[config.mk]
export PLATFORM = sky130hd
export DESIGN_NAME = imem_loader_flat
export DESIGN_NICKNAME = d
export VERILOG_FILES = /design/src/rtl/cpu_pkg.sv /design/src/rtl/imem_loader_if.sv /design/src/rtl/imem_loader.sv /design/src/flat_wrapper.sv
export SDC_FILE = /design/constraint.sdc
export NUM_CORES = 1
export LEC_CHECK = 0
export BUFFER_PORTS_ARGS = -buffer_cell sky130_fd_sc_hd__buf_2
export CAP_MARGIN = 20
export CORE_ASPECT_RATIO = 0.7
export CORE_UTILIZATION = 52
export DETAILED_ROUTE_END_ITERATION = 10
export GPL_TIMING_DRIVEN = 0
export MAX_ROUTING_LAYER = met4
export PLACE_DENSITY = 0.74
export SYNTH_ARGS = -nofsm -noshare
export SYNTH_HDL_FRONTEND = slang
export SYNTH_SLANG_ARGS = --single-unit
[constraint.sdc]
create_clock -name clk -period 3 [get_ports clk]
set_input_delay 0.3 -clock clk [delete_from_list [all_inputs] [get_ports clk]]
set_output_delay 0.3 -clock clk [all_outputs]
set_load 0.01 [all_outputs]
[src/rtl/cpu_pkg.sv]
// -----------------------------------------------------------------------------
// cpu_pkg
// Shared definitions for the boot-time instruction-memory loader.
//   IMEM_DEPTH     : number of 16-bit words in the instruction memory
//   WORD_W/BYTE_W  : instruction word and stream byte widths
//   loader_state_t : loader FSM states, in frame order
// -----------------------------------------------------------------------------
package cpu_pkg;

   localparam int IMEM_DEPTH = 16;
   localparam int WORD_W     = 16;
   localparam int BYTE_W     = 8;

   typedef enum logic [2:0] {
      ST_IDLE,
      ST_CNT_HI,
      ST_CNT_LO,
      ST_DAT_HI,
      ST_DAT_LO,
      ST_CSUM,
      ST_DONE,
      ST_ERR
   } loader_state_t;

endpackage : cpu_pkg

[src/rtl/imem_loader_if.sv]
// -----------------------------------------------------------------------------
// imem_loader_if
// Bundles the loader's control, byte-stream, memory-write and status signals.
//   start                   : one-cycle load request
//   rx_data/rx_valid/rx_ready : byte stream handshake (transfer on valid&&ready)
//   wr_en/wr_addr/wr_data   : instruction-memory write port
//   cpu_hold/done/error     : core release and load status
//   word_count              : count taken from the latest frame header
// Modports:
//   master : the side that supplies the image and observes the results
//   slave  : the loader itself
// -----------------------------------------------------------------------------
interface imem_loader_if;
   import cpu_pkg::*;

   logic                start;
   logic [BYTE_W-1:0]   rx_data;
   logic                rx_valid;
   logic                rx_ready;
   logic                wr_en;
   logic [WORD_W-1:0]   wr_addr;
   logic [WORD_W-1:0]   wr_data;
   logic                cpu_hold;
   logic                done;
   logic                error;
   logic [WORD_W-1:0]   word_count;

   modport master (
      output start, rx_data, rx_valid,
      input  rx_ready, wr_en, wr_addr, wr_data, cpu_hold, done, error, word_count
   );

   modport slave (
      input  start, rx_data, rx_valid,
      output rx_ready, wr_en, wr_addr, wr_data, cpu_hold, done, error, word_count
   );

endinterface : imem_loader_if

[src/rtl/imem_loader.sv]
// -----------------------------------------------------------------------------
// imem_loader
// Fills the CPU instruction memory from a framed byte stream and releases the
// core once a complete image with a matching checksum has arrived.
// Frame: CNT_HI, CNT_LO, N x (W_HI, W_LO), CSUM, where CSUM is the 8-bit sum
// of the 2N word bytes.
// Ports:
//   clk   : system clock, rising edge
//   rst_n : asynchronous active-low reset
//   bus   : imem_loader_if.slave (stream in, memory write port and status out)
// -----------------------------------------------------------------------------
module imem_loader
   import cpu_pkg::*;
#(
   parameter int DEPTH = IMEM_DEPTH
) (
   input logic           clk,
   input logic           rst_n,
   imem_loader_if.slave  bus
);

   localparam int IDX_W = (DEPTH > 1) ? $clog2(DEPTH) : 1;

   loader_state_t        state_q, state_d;
   logic [IDX_W-1:0]     idx_q, idx_d;
   logic [BYTE_W-1:0]    sum_q, sum_d;
   logic [BYTE_W-1:0]    hiByte_q, hiByte_d;
   logic [WORD_W-1:0]    wordCount_q, wordCount_d;
   logic                 wrEn_q, wrEn_d;
   logic [WORD_W-1:0]    wrAddr_q, wrAddr_d;
   logic [WORD_W-1:0]    wrData_q, wrData_d;

   logic                 rxReady;
   logic                 accept;
   logic [WORD_W-1:0]    cntFull;
   logic                 cntLegal;
   logic [WORD_W-1:0]    idxExt;
   logic                 lastWord;

   // The stream is only open while a frame is being parsed; every status
   // output is a pure function of the state so reset values fall out directly.
   always_comb begin
      rxReady = (state_q == ST_CNT_HI) || (state_q == ST_CNT_LO) ||
                (state_q == ST_DAT_HI) || (state_q == ST_DAT_LO) ||
                (state_q == ST_CSUM);
   end

   assign accept          = bus.rx_valid && rxReady;
   assign bus.rx_ready    = rxReady;
   assign bus.done        = (state_q == ST_DONE);
   assign bus.error       = (state_q == ST_ERR);
   assign bus.cpu_hold    = (state_q != ST_DONE);
   assign bus.wr_en       = wrEn_q;
   assign bus.wr_addr     = wrAddr_q;
   assign bus.wr_data     = wrData_q;
   assign bus.word_count  = wordCount_q;

   // The high count byte is parked in hiByte_q while waiting for the low byte,
   // so one register serves both the header and the word assembler.
   assign cntFull  = {hiByte_q, bus.rx_data};
   assign cntLegal = (cntFull != '0) && (32'(cntFull) <= 32'(DEPTH));
   assign idxExt   = {{(WORD_W-IDX_W){1'b0}}, idx_q};
   assign lastWord = (idxExt == (wordCount_q - 16'd1));

   // State and datapath registers; reset drops any pending write strobe.
   always_ff @(posedge clk or negedge rst_n) begin
      if (!rst_n) begin
         state_q     <= ST_IDLE;
         idx_q       <= '0;
         sum_q       <= '0;
         hiByte_q    <= '0;
         wordCount_q <= '0;
         wrEn_q      <= 1'b0;
         wrAddr_q    <= '0;
         wrData_q    <= '0;
      end else begin
         state_q     <= state_d;
         idx_q       <= idx_d;
         sum_q       <= sum_d;
         hiByte_q    <= hiByte_d;
         wordCount_q <= wordCount_d;
         wrEn_q      <= wrEn_d;
         wrAddr_q    <= wrAddr_d;
         wrData_q    <= wrData_d;
      end
   end

   // Frame parser: one byte per accepted cycle, waiting indefinitely for
   // rx_valid. Restarting from DONE/ERR also clears the index and sum so a
   // second image starts from address 0 with a fresh checksum.
   always_comb begin
      state_d     = state_q;
      idx_d       = idx_q;
      sum_d       = sum_q;
      hiByte_d    = hiByte_q;
      wordCount_d = wordCount_q;
      wrEn_d      = 1'b0;
      wrAddr_d    = wrAddr_q;
      wrData_d    = wrData_q;

      unique case (state_q)
         ST_IDLE, ST_DONE, ST_ERR: begin
            if (bus.start) begin
               state_d = ST_CNT_HI;
               idx_d   = '0;
               sum_d   = '0;
            end
         end

         ST_CNT_HI: begin
            if (accept) begin
               hiByte_d = bus.rx_data;
               state_d  = ST_CNT_LO;
            end
         end

         ST_CNT_LO: begin
            if (accept) begin
               wordCount_d = cntFull;
               state_d     = cntLegal ? ST_DAT_HI : ST_ERR;
            end
         end

         ST_DAT_HI: begin
            if (accept) begin
               hiByte_d = bus.rx_data;
               sum_d    = sum_q + bus.rx_data;
               state_d  = ST_DAT_LO;
            end
         end

         ST_DAT_LO: begin
            if (accept) begin
               sum_d    = sum_q + bus.rx_data;
               wrEn_d   = 1'b1;
               wrAddr_d = idxExt;
               wrData_d = {hiByte_q, bus.rx_data};
               if (lastWord) begin
                  state_d = ST_CSUM;
               end else begin
                  idx_d   = idx_q + IDX_W'(1);
                  state_d = ST_DAT_HI;
               end
            end
         end

         ST_CSUM: begin
            if (accept) begin
               state_d = (bus.rx_data == sum_q) ? ST_DONE : ST_ERR;
            end
         end

         default: begin
            state_d = ST_IDLE;
         end
      endcase
   end

endmodule : imem_loader
[src/flat_wrapper.sv]
// flat-port wrapper written by rule: the top's interface ports become plain ports
module imem_loader_flat import cpu_pkg::*;
#(
   parameter int DEPTH = IMEM_DEPTH
)
  (clk, rst_n, bus_start, bus_rx_data, bus_rx_valid, bus_rx_ready, bus_wr_en, bus_wr_addr, bus_wr_data, bus_cpu_hold, bus_done, bus_error, bus_word_count);
  imem_loader_if bus_i ();
  input logic clk;
  input logic rst_n;
  input wire logic [$bits(bus_i.start)-1:0] bus_start;
  input wire logic [$bits(bus_i.rx_data)-1:0] bus_rx_data;
  input wire logic [$bits(bus_i.rx_valid)-1:0] bus_rx_valid;
  output wire logic [$bits(bus_i.rx_ready)-1:0] bus_rx_ready;
  output wire logic [$bits(bus_i.wr_en)-1:0] bus_wr_en;
  output wire logic [$bits(bus_i.wr_addr)-1:0] bus_wr_addr;
  output wire logic [$bits(bus_i.wr_data)-1:0] bus_wr_data;
  output wire logic [$bits(bus_i.cpu_hold)-1:0] bus_cpu_hold;
  output wire logic [$bits(bus_i.done)-1:0] bus_done;
  output wire logic [$bits(bus_i.error)-1:0] bus_error;
  output wire logic [$bits(bus_i.word_count)-1:0] bus_word_count;
  assign bus_i.start = bus_start;
  assign bus_i.rx_data = bus_rx_data;
  assign bus_i.rx_valid = bus_rx_valid;
  assign bus_rx_ready = bus_i.rx_ready;
  assign bus_wr_en = bus_i.wr_en;
  assign bus_wr_addr = bus_i.wr_addr;
  assign bus_wr_data = bus_i.wr_data;
  assign bus_cpu_hold = bus_i.cpu_hold;
  assign bus_done = bus_i.done;
  assign bus_error = bus_i.error;
  assign bus_word_count = bus_i.word_count;
  imem_loader #(.DEPTH(DEPTH)) u_core (.clk(clk), .rst_n(rst_n), .bus(bus_i));
endmodule
==> results.txt, run 1 <==
Max IR drop VDD = 510 uV
first-pass detailed-route iteration total = 4
final antenna diode count = 0
max layer used = met4
initial DRC count = 156
DRC viols = 0
initial antenna violation count = 0
setup TNS = 0 ns
worst-path maximum fanout = 8
sequential fraction of the synthesis area = 0.483
pin count of the biggest net entering global routing = 41
Synth top area share = 0.483
Rows = 23
Syn Std Cell Area = 3110 sq um
CTS Buf Count = 9
Mapped Avg Cell Area = 9.50 sq um
Fmax = 397 MHz
Reg2Reg Setup Slack = 0.48 ns
RSZ-0062 raised after global routing = false
count leader, synth = nand2_1
Post-Syn Instances = 327
Final Max Tran Viols = 0
area leader, netlist = dfrtp_1
Leak Pwr = 1.92 nW
Post-Route WL = 7420 um
EDFF count, synth = 0
IO Pins = 65
post-route antenna net violation count = 0
CP Capture Type = register
HPWL after DPL = 5320 um
reg2reg path depth = 9
Die Height = 66.7 um
Power Density = 1010 nW/um^2
Die W = 94.4 um
Syn. warnings = 0
relative slew slack = 0.627
H-Tree Depth = 3
Worst setup SP type = register
# setup viols final = 0
Layout Nets = 425
Max Cap Viol = 0
total power = 3.79 mW
GPL Wtd Cong = 0.883
async set-reset flop share out of synthesis = 1.00
Final Hold Vio Count = 0
die area = 6290 sq um
met3 wire length = 611 um
CTS clk-pin slew, worst paths = 0.08 ns
Fill cells = 482
FF-to-FF Start = u_core.bus.word_count[0]$_DFFE_PN0P_
vias in the first global route = 2389
synth cell count leaders = 86 x nand2_1, 60 x dfrtp_1, 20 x mux2_2, 18 x o21ai_0, 13 x nor2_1
fin crit share = 0.840
Worst Min Path Start = bus_rx_data[5]
WP data arrival = 2.72 ns
CP Class = reg -> reg
Hold Path Class = in -> reg
global-route usage over all layers = 0.277
hold depth = 3
M1 WL = 3530 um
Root Buffer = clkbuf_8
WL met2 = 3230 um
skew final = 0.00853 ns
Worst Path Required = 3.20 ns
layout cells sized above 1 = 0.257
run status = complete, no violations
area grow syn2layout = 20.5%
wire per inst = 15.4 um
synthesized flop and latch total = 60
CTS tree = done
total number of vias = 2589
Final Critical Period = 2.52 ns
Placeable Area = 5760 sq um
number of port buffers = 52
first-pass GRT wire length = 12300 um
Synth cell types = 42
Clock Tree Buf Depth = 2
worst skew pair latency = 0.34 ns
Worst Max-Slew Pin Slew = 0.558 ns
R2R Path End = u_core.idx_q[0]$_DFFE_PN0P_
total gr overflow = 0
clock sinks = 60
hold endpoint = u_core.bus.wr_data[5]$_DFFE_PN0P_
synth top area cells = dfrtp_1 48%, nand2_1 10%, mux2_2 7.2%
Initial Util = 0.540
ys flop type = dfrtp_1
Vias/cell = 5.36
-- power breakdown --
group	leakage (nW)	internal, mW	switching, mW
clock network	0.106	0.430	0.344
logic	1.05	0.693	0.857
registers	0.756	1.15	0.322
-- cells in the final DEF (no fill, tap or decap), types with 2 or more instances in the layout --
| cell type | count |
|---|---|
| clkbuf_8 | 11 |
| ha_1 | 9 |
| buf_4 | 12 |
| a21o_1 | 2 |
| xnor2_1 | 6 |
| buf_2 | 53 |
| clkbuf_1 | 11 |
| clkinv_4 | 2 |
| xor2_1 | 10 |
| inv_1 | 11 |
| mux2i_1 | 4 |
| nor4_1 | 6 |
| nor2b_1 | 4 |
| nand4_1 | 3 |
| a21oi_1 | 6 |
| o2111ai_1 | 2 |
| o21ai_0 | 18 |
| o41ai_1 | 2 |
| nand2_1 | 86 |
| dfrtp_1 | 60 |
| mux2_2 | 20 |
| nor2_1 | 13 |
| nand3_1 | 6 |
| and3_1 | 4 |
| nor3_1 | 10 |
| nand2b_1 | 3 |
| conb_1 | 12 |
-- worst max-delay path, stage by stage (launching register included) --
cell	delay [ns]
dfrtp_1	0.45
inv_1	0.11
ha_1	0.24
or3b_4	0.41
mux2_4	0.30
o32ai_1	0.10
and3_1	0.19
nand4_2	0.22
o2111ai_1	0.20
o311ai_1	0.15
-- sequential cells by signal (all words and copies together), names as in the netlist --
signal	cells
u_core.sum_q	8
u_core.bus.wr_en	1
u_core.state_q	3
u_core.bus.wr_addr	4
u_core.idx_q	4
u_core.hiByte_q	8
u_core.bus.wr_data	16
u_core.bus.word_count	16
-- stage by stage --
| step | instance area [sq um] | std cells | hold slack, ns | setup WS [ns] | utilization |
|---|---|---|---|---|---|
| finish | 3740 | 483 | 0.236 | 0.481 | 0.651 |
| global route | 3740 | 483 | 0.236 | 0.265 | 0.651 |
| CTS | 3740 | 483 | 0.229 | 0.498 | 0.651 |
| detailed placement | 3520 | 466 | 0.296 | 0.512 | 0.612 |
| global placement | 3500 | 465 | 0.452 | 0.586 | 0.609 |
| floorplan | 3150 | 338 | 0.00441 | 0.740 | - |
-- logic make-up (layout without fill, tap and decap cells) --
logic type / Yosys count / count (layout) / synth area share
simple gates: 140 / 140 / 0.200
flops: 60 / 60 / 0.483
compound gates: 40 / 40 / 0.0805
buf+inv: 35 / 105 / 0.0572
mux: 25 / 25 / 0.0902
xor+xnor: 16 / 16 / 0.0451
fa+ha+maj: 10 / 10 / 0.0427
other cells: 1 / 12 / 0.00121
-- worst max-delay path by stage --
stage                                    startpoint                           to  slack [ns]  cells past startpoint
2_1_floorplan  u_core.bus.word_count[0]$_DFFE_PN0P_  u_core.idx_q[0]$_DFFE_PN0P_        0.74                      9
3_3_place_gp   u_core.bus.word_count[0]$_DFFE_PN0P_  u_core.idx_q[0]$_DFFE_PN0P_        0.59                      9
3_5_place_dp   u_core.bus.word_count[0]$_DFFE_PN0P_  u_core.idx_q[0]$_DFFE_PN0P_        0.51                      9
4_1_cts        u_core.bus.word_count[0]$_DFFE_PN0P_  u_core.idx_q[0]$_DFFE_PN0P_        0.50                      9
5_1_grt        u_core.bus.word_count[0]$_DFFE_PN0P_  u_core.idx_q[3]$_DFFE_PN0P_        0.27                      9
6_report       u_core.bus.word_count[0]$_DFFE_PN0P_  u_core.idx_q[0]$_DFFE_PN0P_        0.48                      9
-- cell type report --
class / count / area [sq um] / share of cell area
clock inverters: 5 / 60.1 / 0.0160
plain buffers: 24 / 136 / 0.0364
multi-input cells: 243 / 1470 / 0.393
well taps: 75 / 93.8 / 0.0251
flip-flops and latches: 60 / 1500 / 0.401
inverters: 11 / 41.3 / 0.0110
clock buffers: 11 / 151 / 0.0404
repair buffers: 54 / 290 / 0.0775
-- metal layers --
layer / GRT usage / vias up
li1: - / 1243
met1: 0.398 / 1235
met2: 0.380 / 105
met3: 0.0822 / 6
met4: 0.0692 / 0
met5: - / -
-- what timing repair did --
item,CTS,global route
gates resized for setup,0,0
setup buffers,0,0
endpoints found under the hold margin,20,0
hold buffers,1,0
Power figures use the tool's default switching activity.
==> run 2: changes to the inputs <==
Settings changed: ABC_AREA set to 1, CORE_UTILIZATION 52 to 50.
Clock period 3 ns to 2 ns, I/O delays scaled along.
==> run 2 against run 1 <==
Compared with the run above: utilization down 2.5 points; setup slack worse by 0.34 ns; largest cell class is now multi-input combinational cells; count of clock-buffer cells in the layout up 2; synthesized cell count up 43%.
==> results.txt, run 2 <==
sequential fraction of the synthesis area = 0.429 (-0.0536)
initial antenna violation count = 0 (unchanged)
commonest non-fill, non-tap cell in the layout = nand2_1
multi-input gate area in the final layout = 1730 sq um (+17%)
Max Cap Viol = 0 (unchanged)
run status = complete, no violations
EDFF count, synth = 0 (unchanged)
synth top area cells = dfrtp_1 43%, nand2_1 15%, o21ai_0 5.6%
die area = 7340 sq um (+17%)
Fmax = 539 MHz (+36%)
IO Pins = 65 (unchanged)
clock sinks = 60 (unchanged)
mux contribution to synthesized area = 0 (-0.0902)
# setup viols final = 0 (unchanged)
global-route usage over all layers = 0.268 (-0.00872)
Mapped Avg Cell Area = 7.47 sq um (-21%)
worst-path maximum fanout = 6 (-2)
Synth top area share = 0.429 (-0.0536)
Power Density = 1460 nW/um^2 (+44%)
Root Buffer = clkbuf_8
worst skew pair latency = 0.34 ns (about the same)
most frequent cells in the layout = 138 x nand2_1, 56 x dfrtp_1, 55 x buf_2
Final Max Tran Viols = 0 (unchanged)
Die Height = 72.0 um (+7.9%)
area grow syn2layout = 21.0%
post-route antenna net violation count = 0 (unchanged)
relative slew slack = 0.615 (-0.0117)
Clock Tree Buf Depth = 2 (unchanged)
Synth Area in Adders = 0.0379 (-0.00473)
number of port buffers = 52 (unchanged)
CTS tree = done
Die W = 102 um (+8.0%)
vias in the first global route = 3042 (+27%)
FF-to-FF Start = u_core.bus.word_count[4]$_DFFE_PN0P_
CTS Buf Count = 9 (unchanged)
area leader, netlist = dfrtp_1
skew final = 0.00900 ns (+0.000469 ns)
H-Tree Depth = 3 (unchanged)
count leader, synth = nand2_1
Worst Min Path Start = bus_rx_valid
Rows = 25 (+8.7%)
CP Capture Type = register
total power = 6.16 mW (+63%)
synthesized flop and latch total = 60 (unchanged)
Placeable Area = 6760 sq um (+17%)
simple-gate portion of the synthesized area = 0.307 (+0.107)
ys flop type = dfrtp_1
Synth cell types = 31 (-26%)
Layout Nets = 569 (+34%)
pin count of the biggest net entering global routing = 38 (-7.3%)
Final Critical Period = 1.86 ns (-0.663 ns)
Worst setup SP type = register
Worst Max-Slew Pin Slew = 0.578 ns (+0.0196 ns)
async set-reset flop share out of synthesis = 1.00 (unchanged)
DRC viols = 0 (unchanged)
post-route design area = 4230 sq um (+13%)
Final Hold Vio Count = 0 (unchanged)
GPL Wtd Cong = 0.910 (+3.1%)
first-pass detailed-route iteration total = 5 (+1)
Initial Util = 0.517 (-0.0226)
Placement Cell Area = 3940 sq um (+12%)
final antenna diode count = 0 (unchanged)
layout cells sized above 1 = 0.232 (-0.0255)
Worst Path Required = 2.28 ns (-0.92 ns)
compound-cell area share of the yosys netlist = 0.0934 (+0.0129)
Post-Route WL = 8810 um (+19%)
xor and xnor area share after synthesis = 0.0276 (-0.0175)
Fill cells = 607 (+26%)
crit path launch = u_core.bus.word_count[4]$_DFFE_PN0P_
total gr overflow = 0 (unchanged)
fin crit share = 0.928 (+0.0883)
CP Class = reg -> reg
WP data arrival = 2.13 ns (-0.59 ns)
Leak Pwr = 2.26 nW (+18%)
Hold Path Class = in -> reg
Post-Syn Instances = 468 (+43%)
first-pass GRT wire length = 14300 um (+16%)
CTS clk-pin slew, worst paths = 0.07 ns (about the same)
Syn. warnings = 0 (unchanged)
wire per inst = 13.6 um (-11%)
Syn Std Cell Area = 3500 sq um (+12%)
initial DRC count = 313 (+100%)
total number of vias = 3272 (+26%)
Vias/cell = 5.07 (-5.5%)
register area = 1510 sq um (+0.33%)
main combinational cell family by area after synthesis = simple AND/OR/NAND/NOR gates
synth cell count leaders = 139 x nand2_1, 60 x dfrtp_1, 51 x inv_1, 39 x o21ai_0, 38 x nor2_1
HPWL after DPL = 6650 um (+25%)
Max IR drop VDD = 598 uV (+17%)
[run 2: power by group]
group	internal (mW)	switching, mW
registers	1.66	0.480
logic	1.10	1.80
clock network	0.645	0.478
total	3.40	2.76
[run 2: path summary, 6_finish.rpt]
check                           cells past startpoint                                   end  slack [ns]
worst max register to register                     13           u_core.idx_q[3]$_DFFE_PN0P_        0.14
worst min register to register                      2     u_core.bus.wr_addr[3]$_DFFE_PN0P_        0.47
max in group asynchronous                           3  u_core.bus.word_count[4]$_DFFE_PN0P_        0.98
worst min-delay path                                3            u_core.bus.wr_en$_DFF_PN0_        0.20
worst max-delay path                               13           u_core.idx_q[3]$_DFFE_PN0P_        0.14
min in group asynchronous                           2    u_core.bus.wr_data[14]$_DFFE_PN0P_        0.40
[run 2: kinds of logic after synthesis]
kind of cell / after synthesis
adder cells (fa/ha/maj): 10
buffers and inverters: 79
other: 1
XOR/XNOR: 11
AO/OA/AOI/OAI: 63
flip-flops: 60
AND/OR/NAND/NOR: 244
[run 2: final cells by class]
class / instances / share of cell area
sequential: 60 / 0.356
multi-input combinational: 340 / 0.408
tap: 94 / 0.0278
inverter: 58 / 0.0521
timing repair buffer: 57 / 0.0740
buffer: 21 / 0.0337
clock buffer: 13 / 0.0376
clock inverter: 3 / 0.0107
[run 2: per-layer routing]
layer  share of wire  global-route usage  routed length [um]
met3           0.084              0.0636                 737
met5               0                   -                   0
met1            0.46               0.358                4040
met4           0.013              0.0794                 112
met2            0.44               0.411                3920
[run 2: stage by stage]
step / setup TNS, ns / utilization / hold slack [ns] / worst slack, ns / cells
finish: 0 / 0.626 / 0.200 / 0.144 / 646
global route: -0.00285 / 0.626 / 0.191 / -0.00285 / 646
CTS: 0 / 0.615 / 0.183 / 0.0354 / 643
detailed placement: -0.149 / 0.582 / 0.235 / -0.0403 / 626
global placement: 0 / 0.579 / 0.457 / 0.0291 / 625
floorplan: 0 / - / -0.0956 / 0.233 / 479
[run 2: worst max-delay path, cell delays in order (launching register included)]
cell and delay, ns:
dfrtp_2 0.47, nor2_2 0.17, nand2_1 0.14, nor2_1 0.18, nand2_1 0.08, nand2_1 0.06
nand2_1 0.06, nor2_1 0.11, nand2_1 0.08, nor2_2 0.13, nand3_2 0.12, nand2_2 0.10
nand2_1 0.05, nand2_1 0.06
[run 2: what timing repair did]
action,in CTS,in global routing
hold endpoints to repair,23,0
resized for setup,2,19
hold buffers,1,0
pin swaps,0,2
endpoints found under the setup margin,6,7
setup buffers,0,3
==> run 3: changes to the inputs <==
Settings changed: CORE_MARGIN set to 10, GPL_TIMING_DRIVEN 0 to not set.
==> run 3 against run 2 <==
Compared with the run above: die area is 47% higher; utilization down 1.4 points; critical path depth grew 1; largest power group unchanged; first-iteration DRC count shrank 28%; global-route usage down 9.4 points; combinational power rose by 5%; clock skew grew 0.0014 ns; sequential power is essentially flat; fmax decreased by 1.5%; register-to-register slack worse by 0.03 ns; count of clock-buffer cells in the layout fell by 4; total power grew 0.45%.
==> results.txt, run 3 (synthesized netlist as in run 2, its figures left out) <==
skew final = 0.0104 ns (+0.00141 ns)
CTS tree = done
Seq pwr share = 0.340 (-0.007)
final antenna diode count = 0 (unchanged)
Worst Max-Slew Pin Slew = 0.614 ns (+0.0367 ns)
crit path launch = u_core.bus.word_count[1]$_DFFE_PN0P_
Vias/cell = 4.98 (-1.7%)
fin crit share = 0.942 (+0.0140)
Placement Cell Area = 3860 sq um (-1.8%)
hold depth = 3 (unchanged)
final core utilization = 0.612 (-0.0141)
worst skew pair latency = 0.35 ns (about the same)
first-pass detailed-route iteration total = 4 (-1)
Power Density = 1490 nW/um^2 (+2.3%)
Max IR drop VDD = 679 uV (+13%)
Final Critical Period = 1.88 ns (+0.0281 ns)
first-pass GRT wire length = 14900 um (+4.2%)
HPWL after DPL = 6870 um (+3.2%)
Clock Tree Buf Depth = 2 (unchanged)
Power Internal = 3.27 mW (-4.0%)
placed cells = 613 (-2.1%)
total gr overflow = 0 (unchanged)
commonest non-fill, non-tap cell in the layout = nand2_1
Worst setup SP type = register
pin count of the biggest net entering global routing = 37 (-2.6%)
reg2reg path depth = 14 (+1)
R2R Path End = u_core.idx_q[1]$_DFFE_PN0P_
FF-to-FF Start = u_core.bus.word_count[1]$_DFFE_PN0P_
CTS clk-pin slew, worst paths = 0.08 ns (about the same)
post-route design area = 4150 sq um (-1.8%)
wire per inst = 14.5 um (+6.2%)
Reg2Reg Setup Slack = 0.12 ns (-0.03 ns)
clock sinks = 60 (unchanged)
# setup viols final = 0 (unchanged)
Initial Util = 0.515 (-0.00238)
initial DRC count = 225 (-28%)
hold endpoint = u_core.bus.wr_en$_DFF_PN0_
layout cells sized above 1 = 0.240 (+0.00834)
area grow syn2layout = 18.8%
GPL Wtd Cong = 0.979 (+7.5%)
Post-Route WL = 9130 um (+3.7%)
Worst Path Required = 2.29 ns (about the same)
Logic pwr share = 0.491 (+0.020)
number of port buffers = 52 (unchanged)
run status = complete, no violations
CP Class = reg -> reg
WP data arrival = 2.17 ns (+0.04 ns)
Hold Path Class = in -> reg
Final Hold Vio Count = 0 (unchanged)
total power = 6.19 mW (+0.45%)
Die Height = 90.0 um (+25%)
total number of vias = 3143 (-3.9%)
relative slew slack = 0.590 (-0.0245)
clock network fraction of total power = 0.168 (-0.014)
vias in the first global route = 2956 (-2.8%)
DRC viols = 0 (unchanged)
worst-path maximum fanout = 5 (-1)
non-filler cells, final = 631 (-2.3%)
Die W = 120 um (+18%)
setup TNS = 0 ns (unchanged)
Final Max Tran Viols = 0 (unchanged)
Worst Min Path Start = bus_rx_valid
Placeable Area = 6790 sq um (+0.46%)
Sw Ratio = 0.472 (+0.0245)
H-Tree Depth = 3 (unchanged)
Layout Nets = 554 (-2.6%)
initial antenna violation count = 0 (unchanged)
CP Capture Type = register
Rows = 25 (unchanged)
post-route antenna net violation count = 0 (unchanged)
NetSw = 2.92 mW (+5.9%)
global-route usage over all layers = 0.174 (-0.0944)
IO Pins = 65 (unchanged)
Leak Pwr = 2.20 nW (-2.9%)
most frequent cells in the layout = 136 x nand2_1, 53 x dfrtp_1, 52 x buf_2
Max Cap Viol = 0 (unchanged)
Root Buffer = clkbuf_8
die area = 10800 sq um (+47%)
CTS Buf Count = 9 (unchanged)
Fmax = 531 MHz (-1.5%)
[run 3: changes by cell type in the layout (fill, tap and decap cells not counted), sizes merged]
cell / delta
bufinv: -1
clkinv: +1
buf: -11
inv: +3
clkinvlp: +1
clkbuf: -8
[run 3: power by group through the flow]
stage | logic, mW | registers, mW | clock network [mW]
2_1_floorplan | 1.83 | 2.14 | 0
3_3_place_gp | 2.83 | 2.05 | 0
3_5_place_dp | 2.86 | 2.07 | 0
4_1_cts | 2.87 | 2.05 | 1.06
5_1_grt | 3.45 | 2.17 | 1.11
6_report | 3.04 | 2.11 | 1.04
[run 3: metal layers]
layer | global-route usage | routed length [um]
met1 | 0.234 | 4280
met2 | 0.243 | 4010
met3 | 0.0550 | 728
met4 | 0.0511 | 112
met5 | - | 0
[run 3: metrics by stage]
stage	setup slack, ns	hold slack (ns)
2_1_floorplan	0.233	-0.0956
3_3_place_gp	0.0867	0.247
3_5_place_dp	0.0446	0.250
4_1_cts	0.0196	0.151
5_1_grt	-0.0664	0.177
6_report	0.116	0.164
[run 3: worst max-delay path by stage]
stage / to / slack (ns) / depth (start not counted)
floorplan: u_core.idx_q[0]$_DFFE_PN0P_ / 0.23 / 14
global placement: u_core.state_q[1]$_DFFE_PN0P_ / 0.09 / 13
detailed placement: u_core.idx_q[2]$_DFFE_PN0P_ / 0.04 / 14
CTS: u_core.idx_q[1]$_DFFE_PN0P_ / 0.02 / 12
global route: u_core.idx_q[3]$_DFFE_PN0P_ / -0.07 / 14
finish: u_core.idx_q[1]$_DFFE_PN0P_ / 0.12 / 14
[run 3: repair_timing]
action | in CTS | in global routing
hold buffers | 1 | 0
gates resized for setup | 0 | 29
hold endpoints to repair | 24 | 0
buffers inserted | 0 | 1
endpoints found under the setup margin | 0 | 6
[run 3: area by class of cell]
cell class / instances / area [sq um]
Timing Repair Buffer: 63 / 370
Tap cell: 94 / 118
Multi-Input combinational cell: 340 / 1750
Inverter: 58 / 218
Clock buffer: 9 / 124
Fill cell: 626 / 2640
Sequential cell: 60 / 1510
Clock inverter: 7 / 60.1
[run 3: worst max-delay path, stage by stage (launching register included)]
cell and delay (ns):
dfrtp_2 0.45, inv_2 0.08, ha_4 0.17, inv_1 0.07, nand2_1 0.07, nand2_1 0.05
nand2_1 0.05, nand2_1 0.08, nor3_2 0.17, nand3_1 0.11, nor2_2 0.17, nand3_2 0.11
nand2_2 0.11, nand2_1 0.06, nand2_1 0.06
